### config.mk
export PLATFORM = sky130hd
export DESIGN_NAME = univ_shift_reg
export DESIGN_NICKNAME = d
export VERILOG_FILES = /design/src/rtl/univ_shift_reg_pkg.sv /design/src/rtl/usr_stage.sv /design/src/rtl/univ_shift_reg.sv
export SDC_FILE = /design/constraint.sdc
export NUM_CORES = 1
export LEC_CHECK = 0
export CAP_MARGIN = 40
export CORE_AREA = 4 4 41 43
export CTS_CLUSTER_DIAMETER = 30
export DETAILED_ROUTE_END_ITERATION = 6
export DIE_AREA = 0 0 45 47
export GPL_ROUTABILITY_DRIVEN = 0
export REMOVE_ABC_BUFFERS = 1
export SLEW_MARGIN = 15
export SYNTH_ARGS = -nofsm -noshare
export SYNTH_HDL_FRONTEND = slang
export SYNTH_SLANG_ARGS = --single-unit
export TNS_END_PERCENT = 5
### constraint.sdc
create_clock -name clk -period 2.85 [get_ports clk]
set_input_delay 0.7125 -clock clk [delete_from_list [all_inputs] [get_ports clk]]
set_output_delay 0.7125 -clock clk [all_outputs]
set_load 0.1 [all_outputs]
### src/rtl/univ_shift_reg_pkg.sv
// Shared constants for the universal shift register: mode encodings used by
// both the datapath and anything driving it.
package univ_shift_reg_pkg;

  localparam logic [1:0] MODE_HOLD = 2'b00;
  localparam logic [1:0] MODE_UP   = 2'b01;
  localparam logic [1:0] MODE_DN   = 2'b10;
  localparam logic [1:0] MODE_LOAD = 2'b11;

  function automatic logic is_shift(logic [1:0] m);
    return (m == MODE_UP) || (m == MODE_DN);
  endfunction

endpackage

### src/rtl/usr_stage.sv
// One bit of the universal shift register: 4:1 mode mux feeding a flop
// with asynchronous active-low clear.
module usr_stage
  import univ_shift_reg_pkg::*;
(
  input  logic       clk,
  input  logic       rst,
  input  logic [1:0] mode,
  input  logic       from_lo,
  input  logic       from_hi,
  input  logic       pd,
  output logic       q
);

  logic d;

  always_comb begin
    d = q;
    case (mode)
      MODE_UP:   d = from_lo;
      MODE_DN:   d = from_hi;
      MODE_LOAD: d = pd;
      default:   d = q;
    endcase
  end

  always_ff @(posedge clk or negedge rst) begin
    if (!rst) q <= 1'b0;
    else      q <= d;
  end

endmodule

### src/rtl/univ_shift_reg.sv
// Universal shift register: hold / shift-up / shift-down / parallel load,
// with a frame counter that pulses frame_done every WIDTH shifts.
module univ_shift_reg
  import univ_shift_reg_pkg::*;
#(
  parameter int WIDTH = 4,
  parameter int CNT_W = (WIDTH > 2) ? $clog2(WIDTH) : 1
) (
  input  logic             clk,
  input  logic             rst,
  input  logic [1:0]       mode,
  input  logic             si,
  input  logic [WIDTH-1:0] pdata,
  output logic [WIDTH-1:0] q,
  output logic             so_up,
  output logic             so_dn,
  output logic [CNT_W-1:0] cnt,
  output logic             frame_done
);

  // Each stage sees its lower neighbour (shift-up source) and upper
  // neighbour (shift-down source); si enters at whichever end is open.
  for (genvar i = 0; i < WIDTH; i++) begin : g_stage
    logic lo, hi;
    if (i == 0) begin : g_lo_si
      assign lo = si;
    end else begin : g_lo_q
      assign lo = q[i-1];
    end
    if (i == WIDTH-1) begin : g_hi_si
      assign hi = si;
    end else begin : g_hi_q
      assign hi = q[i+1];
    end
    usr_stage u_stage (
      .clk     (clk),
      .rst     (rst),
      .mode    (mode),
      .from_lo (lo),
      .from_hi (hi),
      .pd      (pdata[i]),
      .q       (q[i])
    );
  end

  assign so_up = q[WIDTH-1];
  assign so_dn = q[0];

  logic last;
  assign last = (cnt == CNT_W'(WIDTH-1));

  // Either shift direction advances the frame; hold freezes it, load clears it.
  always_ff @(posedge clk or negedge rst) begin
    if (!rst) begin
      cnt        <= '0;
      frame_done <= 1'b0;
    end else begin
      frame_done <= 1'b0;
      if (mode == MODE_LOAD) begin
        cnt <= '0;
      end else if (is_shift(mode)) begin
        if (last) begin
          cnt        <= '0;
          frame_done <= 1'b1;
        end else begin
          cnt <= cnt + CNT_W'(1);
        end
      end
    end
  end

endmodule

Yosys cells after proc, flatten, opt, wreduce, memory -nomap -nowiden
Index checks and enable logic that the tools add are counted.
{"block": "classes", "addsub": 1, "multipliers": 0, "div_mod_pow": 0, "magnitude_cmp": 0, "eq_ne": 4, "n_shift": 0, "mux": 10, "n_bitwise": 0, "n_reduce_logical": 3}
{"op": "1-bit case mux with 3 select lines", "count": 4}
{"op": "2-bit == test (second input constant)", "count": 3}
{"op": "2-bit 2-to-1 mux", "count": 3}
{"op": "1-bit 2-to-1 mux", "count": 3}
{"op": "3-bit nonzero test", "count": 1}
{"op": "2-bit by 1-bit adder with 2-bit output (second input constant)", "count": 1}
{"op": "2-bit by 1-bit == test with 1-bit output (second input constant)", "count": 1}
{"op": "2-bit nonzero test", "count": 1}
{"op": "1-bit logical OR", "count": 1}
{"block": "word_totals", "ff_bits": 7, "latch_bits": 0, "ram_bits": 0, "mem_bits_ro": 0, "mem_count": 0}

Longest topological paths before layout
{"block": "logic_depth", "ltp_word": 4, "depth_mapped": 4}

Modules after synthesis
A second synthesis with hierarchy kept.
{"block": "hier_totals", "cells_unflattened": 26, "hier_area_um2": 379.1}
{"mod": "usr_stage", "instances": 4, "cells_per_inst": 2, "area_each_um2": 47.5}
{"mod": "univ_shift_reg", "instances": 1, "cells_per_inst": 18, "area_each_um2": 188.9}

Worst setup path after synthesis
OpenSTA, ideal clock, no wires.
{"block": "synth_path", "path_type": "register to output", "startpoint": "reg g_stage[3].u_stage.q", "endpoint": "out q[3]", "arrival_ns": 1.356, "path_slack_ns": 0.781, "stages_incl_launch_ff": 2, "cell_sequence": "dfrtp_1 buf_4"}
{"element": "from (decl)", "line_no": "usr_stage.sv:12", "rtl": "output logic q"}
{"element": "from (signal assigned)", "line_no": "usr_stage.sv:28", "rtl": "if (!rst) q <= 1'b0;"}
{"element": "from (signal assigned)", "line_no": "usr_stage.sv:29", "rtl": "else q <= d;"}
{"element": "to (decl)", "line_no": "univ_shift_reg.sv:14", "rtl": "output logic [WIDTH-1:0] q,"}
No word-level cell between the ends.

Worst setup path in the final report
{"block": "layout_path", "startpoint": "in mode[0]", "endpoint": "reg g_stage[3].u_stage.q"}
{"block": "layout_via", "elab_chain_cells": 2, "word_cells_on_any_way": 5, "cone_classes": "eq/ne: 3; mux: 1; reduce/logical: 1"}
{"element": "from (decl)", "line_no": "univ_shift_reg.sv:11", "rtl": "input logic [1:0] mode,"}
{"element": "2-bit == test / 2-bit by 1-bit == test with 1-bit output (equally long branches)", "line_no": "usr_stage.sv:19", "rtl": "case (mode)"}
{"element": "1-bit case mux with 3 select lines / 3-bit nonzero test (equally long branches)"}
Several ways; a longest one is shown, not always the timed one.
A chain may end at the register's enable or synchronous reset.

==> flow_summary.yaml <==
floorplanning:
  coreArea_sq_mm: 0.00130
  placementRows: 13
  dieWidth_microns: 45
  start_util_pct: 33.0
  die_area_sq_mm: 0.00212
  ios: 18
  die_y_microns: 47
drt:
  drc: 0
  drt_iter0_drc: 4
  wl_per_cell_microns: 13.3
  vias: 354
  drtAntennaViolNets: 0
  drt-total-wl_microns: 972
  drtPass1Iterations: 2
  detail_route.vias_per_cell: 4.85
yosys:
  synth_largest_area_cell: "dfrtp_1"
  ys_seq_area_share_pct: 40.8
  avgSynthCellArea_sq_um: 10.2
  synth_cell_type_count: 15
  syn_area_sq_um: 429
  ys_warn_count: 0
  synth_cells: 42
  yosys-top-cells-area: "dfrtp_1 (41%), ha_1 (12%), or3b_1 (8.2%)"
  netlist.area_leader.share_pct: 40.8
  ys_ff_latch: 7
timing:
  slew_headroom_pct: 76.9
  skew_ps: 7.43
  setup_viol: 0
  hold_viol: 0
  tightest_slew_ps: 345
  timing.fmax_ghz: 0.522
  layout_setup_ws_ps: 933
  hold_ws_ps: 534
  timing.final.crit_period_ps: 1920
  period_share_pct: 67.3
  rsz0062_at_grt: "no"
  setup_tns_ps: 0
  drv_slew: 0
critical_path:
  start_kind: "primary input"
  crit_arrival_ps: 2090
  crit_fanout: 8
  crit-reg2reg-launch: "cnt[0]"
  crit_path_end_kind: "flip-flop"
  rr_worst_depth: 3
  r2r_setup_slack_ps: 1790
  crit_type: "in -> reg"
  cp-startpoint: "mode[0]"
  reg2reg_to: "cnt[0]"
  cp.required_ps: 3020
cells_and_area:
  regArea_sq_um: 175
  final_area_sq_um: 581
  synthToLayoutAreaGrowth_pct: 35.3
  multiInputGateArea_sq_um: 201
  fin_nets: 72
  n_antenna_cell: 0
  drive_above_1_share_pct: 20.7
  final-instance-count-excl-fill: 73
  fillers: 148
clock_tree:
  cts_buffer_depth: 2
  cts_inserted_buffers: 3
  ctsResizeCount: 0
  cts.clk_slew.worst_paths_ps: 60
  holdBufCountCts: 0
  clkSinkCount: 7
  htreeDepth: 1
  cts_tree: "done"
  cts_root_buf: "clkbuf_4"
  clk_latency_ps: 260
  postCtsSetupBuffers: 0
global_route:
  gr-total-overflow: 0
  first_global_vias: 341
  grt_max_degree: 12
  grt_pass1_wl_microns: 1590
  grt.total_usage_pct: 11.1
  antenna_found_initial: 0
pwr:
  p_leak_nw: 0.275
  irDropWorstVdd_mv: 0.361
  powerDensity_mw_per_mm2: 939
placed_design:
  port_buffers: 17
  dpl.cell_count: 69
  postPlaceCellArea_sq_um: 554
  dp_slack_ps: 677
min_path:
  min_path_type: "reg -> reg"
  min_path_cells: 2
  hold_end: "cnt[1]"
  hold_start: "cnt[1]"
status:
  outcome: "finished clean"
job:
  cap_violations: 0
area by class of cell:
type	instances	area share, %
inverter	3	1.94
sequential	7	30.2
timing repair buffer	17	25.4
clock buffer	4	4.53
tap	15	3.23
multi-input combinational	27	34.7
cells by family after synthesis:
kind of cell    Yosys count  share of synthesized area, %
fa+ha+maj                 4                          11.7
buf+inv                   8                          12.2
compound gates           10                          15.7
flops                     7                          40.8
simple gates             13                          19.5
layer usage:
layer / share of wire (%) / wire [microns] / global-route usage (%) / up-vias
li1: - / - / - / 178
met1: 44 / 430 / 14.2 / 162
met2: 47 / 455 / 15.3 / 12
met3: 7.9 / 77 / 5.75 / 2
met4: 0.93 / 9 / 5.26 / 0
met5: 0 / 0 / 0 / -
worst max-delay path, cell delays in order:
cell,delay (ps)
clkdlybuf4s50_1,480
inv_1,60
ha_1,280
or3b_1,360
a31oi_1,180
stage by stage:
stage / util (%) / power [W]
2_1_floorplan: - / 0.000379
3_3_place_gp: 42.6 / 0.000451
3_5_place_dp: 42.6 / 0.000453
4_1_cts: 44.6 / 0.000553
5_1_grt: 44.6 / 0.000576
6_report: 44.6 / 0.000545
cell usage in the layout, fill, tap and decap left out:
master	n
inv_1	3
o21ai_0	1
nor2_1	1
or3b_1	4
ha_1	4
a21o_1	1
clkdlybuf4s50_1	8
buf_4	9
clkbuf_4	3
a22oi_1	4
clkbuf_1	1
nand2b_1	1
nand2_1	2
nor2b_1	4
nor4_1	1
dfrtp_1	7
a31oi_1	4
how the worst max path moves through the flow:
| stage | endpoint | slack (ps) |
|---|---|---|
| 2_1_floorplan | q[3] | 630 |
| 3_3_place_gp | g_stage[0].u_stage.q | 690 |
| 3_5_place_dp | g_stage[3].u_stage.q | 680 |
| 4_1_cts | g_stage[3].u_stage.q | 930 |
| 5_1_grt | g_stage[0].u_stage.q | 850 |
| 6_report | g_stage[3].u_stage.q | 930 |
state kept, by name (all words and copies together) (netlist names):
name,cells
g_stage.u_stage.q,4
cnt,2
frame_done,1
where the power goes:
part	switching, W	internal, W	total (W)	leakage (nW)
clock network	0.0000417	0.0000538	0.0000954	0.0150
registers	0.0000210	0.000122	0.000143	0.0848
logic	0.000237	0.0000699	0.000307	0.175
total	0.000300	0.000245	0.000545	0.275
synth_stat cells:
| library cell | number |
|---|---|
| a21o_1 | 1 |
| a22oi_1 | 4 |
| a31oi_1 | 4 |
| buf_4 | 4 |
| buf_6 | 1 |
| dfrtp_1 | 7 |
| ha_1 | 4 |
| inv_1 | 3 |
| nand2_1 | 2 |
| nand2b_1 | 1 |
| nor2_1 | 1 |
| nor2b_1 | 4 |
| nor4_1 | 1 |
| o21ai_0 | 1 |
| or3b_1 | 4 |
Power figures use the tool's default switching activity.
==> edit 1 (same flow settings) <==
Register the outputs `so_up` and `so_dn`, with the module's reset; this adds one clock of latency there. The other outputs are not delayed to match.
--- a/src/rtl/univ_shift_reg.sv
+++ b/src/rtl/univ_shift_reg.sv
@@ -43,8 +43,15 @@
     );
   end
 
-  assign so_up = q[WIDTH-1];
-  assign so_dn = q[0];
+  always_ff @(posedge clk or negedge rst) begin
+    if (!rst) begin
+      so_up <= '0;
+      so_dn <= '0;
+    end else begin
+      so_up <= q[WIDTH-1];
+      so_dn <= q[0];
+    end
+  end
 
   logic last;
   assign last = (cnt == CNT_W'(WIDTH-1));
Behaviour: not the same (Yosys sat finds a counterexample within 4 cycles, from zero or initial values and one cycle with rst low).
==> edit 1 against the unedited design <==
- total power grew 5.7%
- non-clock buffer count is the same
- highest routed layer is now met3
- combinational power is essentially flat
- worst setup slack gained 0.026 ns
- sequential cell count grew 2
- area after synthesis grew 12%
- routed wire length shrank 11%
- critical endpoint is now g_stage[0].u_stage.q
- final cell count grew 2.7%
- sequential share of layout area grew 5.5 points
- design area grew 8.6%
==> edit 1: results (changes against the unedited design) <==
** Synthesis
- The fraction of the mapped netlist area in compound gates came to 14.1% (-1.6 points).
- Ranked by total cell area, the synthesized netlist is headed by dfrtp_1, ha_1, or3b_1.
- Share of synthesized area spent on multiplexers :: 0% (unchanged)
- Synthesized-area fraction occupied by adder cells :: 10.4% (-1.2 points)
- Sequential cell area fraction in the yosys report :: 47.0% (+6.2 points)
- The instance count of the mapped netlist is 44 (+4.8%).

** Power
- The maximum vdd ir drop is 0.000556 V (+54%).
- The switching power share of the total came to 51.8% (-3.2 points).
- Combinational Power Share :: 53.1% (-3.2 points)
- Power per standard cell area :: 913 nW/um^2 (-2.7%)
- The relative contribution of sequential cells to total power came to 30.6% (+4.4 points).

** Routing
- The number of search-and-repair iterations in the first detailed-routing pass is 2 (unchanged).
- The detailed route wirelength on metal3 came to 54 um (-30%).
- The starting DRC count in detailed routing was 10 (+6).
- Total length of routed met2 wires :: 392 um (-14%)
- Total routed wirelength :: 864 um (-11%)
- Post-detailed-route via-to-cell ratio :: 4.73 (-2.4%)

** Timing
- Tightest Pin Transition :: 0.382 ns (+0.0373 ns)
- The smallest hold slack is 0.430 ns (-0.104 ns).
- The final worst clock skew came to 0.00447 ns (-0.00296 ns).

** Global routing
- The met1 demand-to-capacity share in global routing came to 12.9% (-1.4 points).
- Global Route Usage Sum :: 9.73% (-1.4 points)
- The met2 usage came to 13.3% (-2.0 points).
- Vias in the first global route :: 350 (+2.6%)
- Global-route wire length before repair :: 1440 um (-9.1%)

** Finish
- In the final layout, the registers with the most flip-flops are g_stage.u_stage.q (4), cnt (2).
- Fraction of layout cells with a size suffix above 1 :: 20.0% (-0.69 points)
- The post-layout instance count excluding filler cells is 75 (+2.7%).
- Final-stage net count :: 74 (+2.8%)

** Placement
- Placed cell areas :: 604 um^2 (+9.0%)
- Total instance count after detailed placement :: 71 (+2.9%)
- IO Port Bufs :: 17 (unchanged)

** Worst hold path
- The cell count of the worst hold path came to 0 (-2).
- The startpoint identified for the worst hold timing path is g_stage[0].u_stage.q.
- Terminating pin of the worst hold path :: so_dn

** Setup path
- Worst EP arrival :: 2.06 ns (-0.03 ns)

** Outcome
- Status :: finished, final reports clean
-- edit 1: cell count changes after synthesis --
cell	change
dfrtp_1	+2
-- edit 1: worst max-delay path by stage --
| stage | startpoint | slack (ns) | cells past startpoint | to |
|---|---|---|---|---|
| after floorplan | cnt[0] | 1.21 | 0 | cnt[0] |
| after global placement | mode[0] | 0.70 | 5 | g_stage[3].u_stage.q |
| after detailed placement | mode[0] | 0.69 | 5 | g_stage[2].u_stage.q |
| after CTS | mode[0] | 0.97 | 5 | g_stage[0].u_stage.q |
| after global routing | mode[0] | 0.93 | 5 | g_stage[0].u_stage.q |
| final | mode[0] | 0.96 | 5 | g_stage[0].u_stage.q |
-- edit 1: layout make-up --
class | count | area, um^2 | share of cell area (%)
multi-input cells | 27 | 201 | 31.9
flip-flops and latches | 9 | 225 | 35.7
repair buffers | 17 | 148 | 23.4
inverters | 3 | 11.3 | 1.79
well taps | 15 | 18.8 | 2.98
clock buffers | 4 | 26.3 | 4.17
==> edit 2 (config.mk and constraints unchanged) <==
Made on the original files. The parameter `WIDTH` goes from 4 to 8.
--- a/src/rtl/univ_shift_reg.sv
+++ b/src/rtl/univ_shift_reg.sv
@@ -3,7 +3,7 @@
 module univ_shift_reg
   import univ_shift_reg_pkg::*;
 #(
-  parameter int WIDTH = 4,
+  parameter int WIDTH = 8,
   parameter int CNT_W = (WIDTH > 2) ? $clog2(WIDTH) : 1
 ) (
   input  logic             clk,
Ports: changed (resized cnt, pdata and q); port bits go from 18 to 27. No check against the original RTL was run, so the function may have changed too.
==> edit 2 against the unedited design <==
- routed wire length grew 69%
- utilization rose by 27 points
- clock power grew 9%
- combinational power increased by 55%
- worst setup slack worse by 0.33 ns
- area after synthesis increased by 77%
- critical path depth did not move
- sequential cell count up 5
- total power grew 51%
- non-clock buffer count up 10
- design area rose by 59%
- critical path type unchanged
- critical endpoint is now g_stage[0].u_stage.q
- largest cell class unchanged
- largest power group unchanged
==> edit 2: results (changes against the unedited design) <==
** Worst hold path
- Hold path startpoint :: cnt[1]
- The path with the worst hold slack has its endpoint at cnt[1].

** Placement
- The standard cell area after detailed placement is 903 um^2 (+63%).
- The count of placed standard cells including taps is 103 (+49%).
- IO Port Bufs :: 26 (+9)
- Worst slack after detailed placement :: 0.364 ns (-0.313 ns)

** Synthesis
- Post-synthesis cell type count :: 16 (+1)
- Synth top area cells :: dfrtp_1, or4b_1, ha_1
- The share of synthesized cell area in full adder, half adder and majority cells is 8.25% (-3.4 points).
- The fraction of the mapped netlist area in compound gates came to 18.2% (+2.4 points).
- The instance count of the mapped netlist came to 75 (+79%).
- The sequential cell area fraction in the yosys report came to 39.6% (-1.2 points).

** Global routing
- Met3 GRT Util :: 6.13% (+0.38 points)
- The maximum number of pins on one net before global-route repair is 26 (+14).
- Number of antenna violations at the first check in global routing :: 0 (unchanged)
- Global-route met2 utilization :: 27.4% (+12 points)
- Vias in the first global route :: 560 (+64%)
- Global Route Usage Sum :: 18.0% (+6.9 points)
- Global-route wire length before repair :: 2660 um (+68%)
- Global routing met1 resource utilization :: 23.7% (+9.5 points)

** Setup path
- The reg2reg setup slack came to 1.64 ns (-0.15 ns).
- The endpoint identified for the worst register-to-register timing path is cnt[0].
- The worst endpoint data arrival time came to 2.43 ns (+0.34 ns).
- Last element of the critical path :: g_stage[0].u_stage.q
- The number of cell instances on the worst register-to-register path is 4 (+1).
- CP max-delay cell :: or4b_1
- The critical path's largest stage delay was 0.61 ns (+0.13 ns).
- Critical path peak fanout :: 25 (+17)

** Outcome
- Status :: finished, final reports clean

** Timing
- Slew Limit Headroom :: 54.3% (-23 points)
- The smallest hold slack was 0.522 ns (-0.0111 ns).
- Fin worst setup slack :: 0.606 ns (-0.327 ns)
- The final worst clock skew came to 0.00751 ns (+0.0000800 ns).

** Power
- The power consumed by combinational cells came to 477 uW (+55%).
- The switching power share of the total was 55.7% (+0.75 points).
- Clock network fraction of total power :: 12.6% (-4.9 points)
- The maximum vdd ir drop came to 0.000605 V (+68%).
- The leakage power figure came to 0.416 nW (+51%).
- The power per unit of standard cell area was 889 nW/um^2 (-5.3%).

** Routing
- The total vias in the final route is 607 (+71%).
- The routed length per instance is 15.5 um (+17%).
- Total length of routed met2 wires :: 755 um (+66%)
- Routed wire length on met3 :: 128 um (+66%)
- Starting DRT DRC Count :: 13 (+9)
- DRT met1 WL :: 741 um (+72%)
- The overall routed net length is 1650 um (+69%).
- The number of search-and-repair iterations in the first detailed-routing pass was 4 (+2).

** Finish
- Final-stage net count :: 111 (+54%)
- The fraction of final layout cells sized beyond drive strength 1 came to 19.8% (-0.91 points).
- The largest registers in the layout are g_stage.u_stage.q (8), cnt (3), frame_done (1).
- The fill cell instance count of the final layout is 102 (-31%).

** CTS
- Clock tree synthesis selected as its root buffer the cell clkbuf_4.
==> edit 2: cell count changes in the layout (fill, tap and decap cells not counted), sizes merged, moves of 4 or more <==
cell | before | now
a22oi | 4 | 8
clkdlybuf4s50 | 8 | 12
dfrtp | 7 | 12
o211ai | 0 | 8
or4b | 0 | 8
a31oi | 4 | 0
nand2 | 2 | 11
nor2b | 4 | 0
buf | 9 | 15
or3b | 4 | 0
==> edit 2: cell type report <==
| cell class | instances | area, um^2 | area share [%] |
|---|---|---|---|
| flip-flops and latches | 12 | 300 | 32.4 |
| well taps | 15 | 18.8 | 2.03 |
| repair buffers | 27 | 233 | 25.1 |
| clock buffers | 3 | 22.5 | 2.43 |
| inverters | 2 | 7.51 | 0.811 |
| multi-input cells | 47 | 344 | 37.2 |
==> edit 2: worst max-delay path: cells and delay by family <==
| family | cells | cell delay (ns) |
|---|---|---|
| compound gates | 1 | 0.11 |
| fa+ha+maj | 1 | 0.44 |
| buf+inv | 2 | 0.55 |
| simple gates | 1 | 0.61 |
